**src/rtl/mixer_pkg.sv**
```systemverilog
// Shared types and constants for the DAC voice mixer.
// State encoding, DAC word format, saturation bounds and dither LFSR setup.
package mixer_pkg;

    typedef enum logic [1:0] {
        IDLE,
        REQ,
        SCALE,
        OUT
    } state_t;

    localparam int DAC_W = 12;
    localparam logic [DAC_W-1:0] DAC_MID = 12'h800;

    localparam int SAT_MAX = 2047;
    localparam int SAT_MIN = -2048;

    // Fibonacci taps 16,14,13,11 as a mask on bits 15,13,12,10
    localparam logic [15:0] LFSR_SEED = 16'hACE1;
    localparam logic [15:0] LFSR_TAPS = 16'hB400;

endpackage

```
**src/rtl/mixer_saturate.sv**
```systemverilog
// Scales the voice sum, saturates to 12-bit signed, converts to offset binary.
// Ports: sum (accumulator), dither (added before shift), dac (offset binary), clip.
module mixer_saturate
    import mixer_pkg::*;
#(
    parameter int ACC_W = 21,
    parameter int SHIFT = 3
) (
    input  logic [ACC_W-1:0] sum,
    input  logic [7:0]       dither,
    output logic [DAC_W-1:0] dac,
    output logic             clip
);

    // One extra bit so sum plus dither can never wrap
    localparam int W = ACC_W + 1;
    localparam logic signed [W-1:0] HI = W'(SAT_MAX);
    localparam logic signed [W-1:0] LO = W'(SAT_MIN);

    logic signed [W-1:0] biased;
    logic signed [W-1:0] shifted;
    logic [DAC_W-1:0]    sat;

    always_comb begin
        biased  = $signed({sum[ACC_W-1], sum})
                + $signed({{(W-8){1'b0}}, dither});
        shifted = biased >>> SHIFT;
        clip    = 1'b0;
        sat     = shifted[DAC_W-1:0];
        if (shifted > HI) begin
            sat  = HI[DAC_W-1:0];
            clip = 1'b1;
        end else if (shifted < LO) begin
            sat  = LO[DAC_W-1:0];
            clip = 1'b1;
        end
        dac = {~sat[DAC_W-1], sat[DAC_W-2:0]};
    end

endmodule

```
**src/rtl/dac_voice_mixer.sv**
```systemverilog
// Fetches one sample per voice on each sample_ena, sums, scales and drives dac_data.
// Ports: clk, reset (sync, active-high), sample_ena, voice_rd/voice_sel/voice_data/
// voice_valid handshake, dac_data, frame_done, clip, overrun (sticky).
// Option: define MIXER_DITHER_EN to add LFSR rectangular dither before the shift.
module dac_voice_mixer
    import mixer_pkg::*;
#(
    parameter int NUM_VOICES = 8,
    parameter int VOICE_W    = 18,
    parameter int SHIFT      = 3
) (
    input  logic                          clk,
    input  logic                          reset,
    input  logic                          sample_ena,
    output logic                          voice_rd,
    output logic [$clog2(NUM_VOICES)-1:0] voice_sel,
    input  logic [VOICE_W-1:0]            voice_data,
    input  logic                          voice_valid,
    output logic [DAC_W-1:0]              dac_data,
    output logic                          frame_done,
    output logic                          clip,
    output logic                          overrun
);

    localparam int SEL_W = $clog2(NUM_VOICES);
    localparam int ACC_W = VOICE_W + SEL_W;
    localparam logic [SEL_W-1:0] LAST = SEL_W'(NUM_VOICES - 1);

    state_t           state;
    logic [ACC_W-1:0] acc;
    logic [ACC_W-1:0] sample_ext;
    logic [DAC_W-1:0] sat_dac;
    logic             sat_clip;
    logic [DAC_W-1:0] sat_q;
    logic             sat_clip_q;
    logic [7:0]       dither;

    assign sample_ext = {{SEL_W{voice_data[VOICE_W-1]}}, voice_data};

`ifdef MIXER_DITHER_EN
    localparam logic [7:0] DITHER_MASK = 8'((1 << SHIFT) - 1);

    logic [15:0] lfsr;

    always_ff @(posedge clk) begin
        if (reset) begin
            lfsr <= LFSR_SEED;
        end else if (state == SCALE) begin
            lfsr <= {lfsr[14:0], ^(lfsr & LFSR_TAPS)};
        end
    end

    assign dither = lfsr[7:0] & DITHER_MASK;
`else
    assign dither = '0;
`endif

    mixer_saturate #(
        .ACC_W (ACC_W),
        .SHIFT (SHIFT)
    ) u_sat (
        .sum    (acc),
        .dither (dither),
        .dac    (sat_dac),
        .clip   (sat_clip)
    );

    always_ff @(posedge clk) begin
        if (reset) begin
            state      <= IDLE;
            acc        <= '0;
            voice_sel  <= '0;
            voice_rd   <= 1'b0;
            sat_q      <= DAC_MID;
            sat_clip_q <= 1'b0;
            dac_data   <= DAC_MID;
            frame_done <= 1'b0;
            clip       <= 1'b0;
            overrun    <= 1'b0;
        end else begin
            frame_done <= 1'b0;
            clip       <= 1'b0;
            if (sample_ena && state != IDLE) begin
                overrun <= 1'b1;
            end
            unique case (state)
                IDLE: begin
                    if (sample_ena) begin
                        acc       <= '0;
                        voice_sel <= '0;
                        voice_rd  <= 1'b1;
                        state     <= REQ;
                    end
                end
                REQ: begin
                    if (voice_valid) begin
                        acc <= acc + sample_ext;
                        if (voice_sel == LAST) begin
                            voice_rd <= 1'b0;
                            state    <= SCALE;
                        end else begin
                            voice_sel <= voice_sel + SEL_W'(1);
                        end
                    end
                end
                SCALE: begin
                    sat_q      <= sat_dac;
                    sat_clip_q <= sat_clip;
                    state      <= OUT;
                end
                OUT: begin
                    dac_data   <= sat_q;
                    frame_done <= 1'b1;
                    clip       <= sat_clip_q;
                    state      <= IDLE;
                end
                default: state <= IDLE;
            endcase
        end
    end

endmodule

```
**config.mk**
```make
export PLATFORM = sky130hd
export DESIGN_NAME = dac_voice_mixer
export DESIGN_NICKNAME = d
export VERILOG_FILES = /design/src/rtl/mixer_pkg.sv /design/src/rtl/mixer_saturate.sv /design/src/rtl/dac_voice_mixer.sv
export SDC_FILE = /design/constraint.sdc
export NUM_CORES = 1
export LEC_CHECK = 0
export CORE_ASPECT_RATIO = 1.75
export CORE_MARGIN = 3
export CORE_UTILIZATION = 42
export CTS_BUF_LIST = sky130_fd_sc_hd__clkbuf_8
export DETAILED_ROUTE_END_ITERATION = 6
export PLACE_DENSITY_LB_ADDON = 0.25
export REMOVE_ABC_BUFFERS = 1
export SLEW_MARGIN = 20
export SYNTH_ARGS = -nofsm -noshare
export SYNTH_HDL_FRONTEND = slang
export SYNTH_SLANG_ARGS = --single-unit
```
**constraint.sdc**
```tcl
create_clock -name clk -period 2.35 [get_ports clk]
set_clock_uncertainty 0.2 [all_clocks]
set_input_delay 0.47 -clock clk [delete_from_list [all_inputs] [get_ports clk]]
set_output_delay 0.47 -clock clk [all_outputs]
set_load 0.02 [all_outputs]
```
==> run_results.csv <==
group,metric,value,unit
synthesis,synth_most_common_cell,"dfxtp_1",
sta,post-route-period-util,0.9978,
die,core,6957,um^2
placement,gp_congestion,0.8900,
power_and_ir_drop,p_total,3116,uW
routing,dr.pass1.iters,4,
die,die-area,8368,um^2
clocking,clockRootBuffer,"clkbuf_8",
synthesis,synth.top_cell.area_share,0.3607,
critical_path,cpPeakStageDelay,0.36,ns
clocking,cts_tree,"yes",
placement,io_buffers,40,
outcome,status,"finished clean",
clocking,cts_max_level,2,
job,max_cap_violations,0,
cells_and_area,antennaDiodeCount,0,
synthesis,ys_ff_latch,55,
grt,grt_first_pass_wirelength,13130,um
cells_and_area,final_nets,488,
critical_path,worstPathRequired,2.38,ns
critical_path,crit_type,"flip-flop to flip-flop",
synthesis,synth.top_cells.by_count,"dfxtp_1, nor2_1, a21oi_1",
synthesis,synth-edff-count,0,
grt,first_global_vias,3003,
sta,rsz0062_at_grt,"true",
routing,postRouteWirelength,7911,um
die,die_w,70.45,um
synthesis,synth_top_area_cell,"dfxtp_1",
cells_and_area,syn2layout_area_growth,43.03,%
synthesis,seq_area_frac_synth,0.3607,
synthesis,netlist_instances,351,
grt,antenna_found_initial,0,
cells_and_area,layout-drive-gt1-share,0.2818,
sta,fmax,426.5,MHz
synthesis,synthArstFlopShare,0,
sta,setup_tns,0,ns
critical_path,start_kind,"flip-flop",
synthesis,netlist_area,3053,um^2
grt,overflow,0,
placement,place_hpwl,5695,um
routing,drtIter0Drc,107,
sta,setup_viol,0,
critical_path,crit_chain,"ha_4 > inv_2 > fa_2 > nor2b_4 > o2111ai_4 > nand2_2 > nand3b_1 > and4b_1 > o21ai_2 > xor2_1 > a22o_1",
routing,drc,0,
routing,detail-route-antenna-nets,0,
grt,track_usage,0.1934,
worst_hold_path,hold_path_class,"flip-flop to flip-flop",
grt,grt_start_max_net_pins,42,
die,pin_count,41,
clocking,path_clk_slew,0.11,ns
die,num_rows,40,
sta,post-route-min-period,2.345,ns
power_and_ir_drop,p_per_area,713.6,nW/um^2
synthesis,synth_area_leaders,"dfxtp_1, ha_1, a21oi_1",
sta,slew_headroom,0.5908,
sta,worst_pin_slew,0.6138,ns
sta,hold_violations,0,
synthesis,syn_area_per_cell,8.698,um^2
critical_path,crit_family,"simple AND/OR/NAND/NOR gates",
routing,wl_per_cell,15.10,um
clocking,cts_buffers,5,
critical_path,arrival,2.37,ns
sta,maxSlewViolCount,0,
critical_path,crit_path_end_kind,"flip-flop",
synthesis,ys_types,46,
clocking,clock_latency,0.32,ns
routing,num_vias,2850,
synthesis,ys_warn_count,0,
power_and_ir_drop,leakage,0.001737,uW
critical_path,path_buf_inv,1,
clocking,cts_max_path_buffers,2,
critical_path,crit_fanout,2,
power_and_ir_drop,vdd_ir_drop_max,632.1,uV
synthesis,synthFlopType,"dfxtp_1",
critical_path,crit_slowest_cell,"dfxtp_2",
clocking,cts_sinks,55,
die,die_height,118.8,um
routing,vias_per_cell,5.439,
die,start_util,0.4388,
==> report_power, final <==
| part | leakage, uW | internal [uW] | switching, uW |
|---|---|---|---|
| combinational | 0.00124 | 650 | 741 |
| clock | 0.0000533 | 249 | 344 |
| sequential | 0.000446 | 1040 | 91.1 |
| total | 0.00174 | 1940 | 1180 |
==> cell type report <==
cell class | count | area (um^2)
Clock buffer | 6 | 82.58
Clock inverter | 2 | 20.02
Fill cell | 590 | 2590
Inverter | 8 | 30.03
Multi-Input combinational cell | 271 | 2183
Sequential cell | 55 | 1105
Tap cell | 84 | 105.1
Timing Repair Buffer | 98 | 840.8
==> kinds of logic after synthesis <==
logic type      share of synthesized area
compound gates                     0.2430
simple gates                       0.1660
flops                              0.3607
fa+ha+maj                          0.1131
buf+inv                           0.03238
xor+xnor                          0.04877
mux                               0.03607
==> metrics by stage <==
stage	instances	hold WS [ns]	instance area [um^2]	util	worst slack, ns
after floorplan	334	0.2295	2984	-	-0.1438
after global placement	507	0.2405	3870	0.5563	-0.6903
after detailed placement	507	0.2483	3870	0.5563	-0.7690
after CTS	521	0.2750	4212	0.6054	-0.02541
after global routing	524	0.2884	4367	0.6277	-0.09343
final	524	0.2751	4367	0.6277	0.005250
==> per-layer routing <==
layer / part of all wire / vias to the layer above / routed length [um] / GRT usage
met5: 0 / - / 0 / 0
met4: 0.031 / 0 / 242 / 0.1007
met3: 0.034 / 23 / 267 / 0.03574
met2: 0.56 / 55 / 4400 / 0.3650
met1: 0.38 / 1349 / 3001 / 0.1933
li1: - / 1423 / - / -
==> cell usage in the layout, fill, tap and decap left out, drive strengths merged, types with 9 or more instances in the layout <==
master	n
o21ai	27
ha	26
nand3	10
dlygate4sd2	9
clkdlybuf4s50	27
a22o	11
mux2i	11
nand2	20
xnor2	10
a21oi	40
nor2	39
buf	58
nand2b	15
inv	9
dfxtp	55
==> registers in the layout, indices dropped and copies added, names as in the netlist, 2 cells and up <==
signal and flops:
dac_data 12, sat_q 12, voice_sel 3, acc 21, state 2
==> final timing paths <==
kind                           from                        end  slack [ns]  cells past startpoint
max             acc[0]$_SDFFE_PP0P_       acc[18]$_SDFFE_PP0P_       0.005                     11
min          sat_q[11]$_SDFFE_PP1P_  dac_data[11]$_SDFFE_PP1P_        0.28                      1
max reg2reg     acc[0]$_SDFFE_PP0P_       acc[18]$_SDFFE_PP0P_       0.005                     11
min reg2reg  sat_q[11]$_SDFFE_PP1P_  dac_data[11]$_SDFFE_PP1P_        0.28                      1
==> what timing repair did <==
| item | 4_1_cts | 5_1_grt |
|---|---|---|
| pin swaps | 20 | 24 |
| gates resized for setup | 45 | 26 |
| gates cloned | 0 | 0 |
| hold buffers | 0 | 0 |
| setup buffers | 6 | 3 |
| endpoints found under the setup margin | 15 | 8 |
Power figures use the tool's default switching activity.
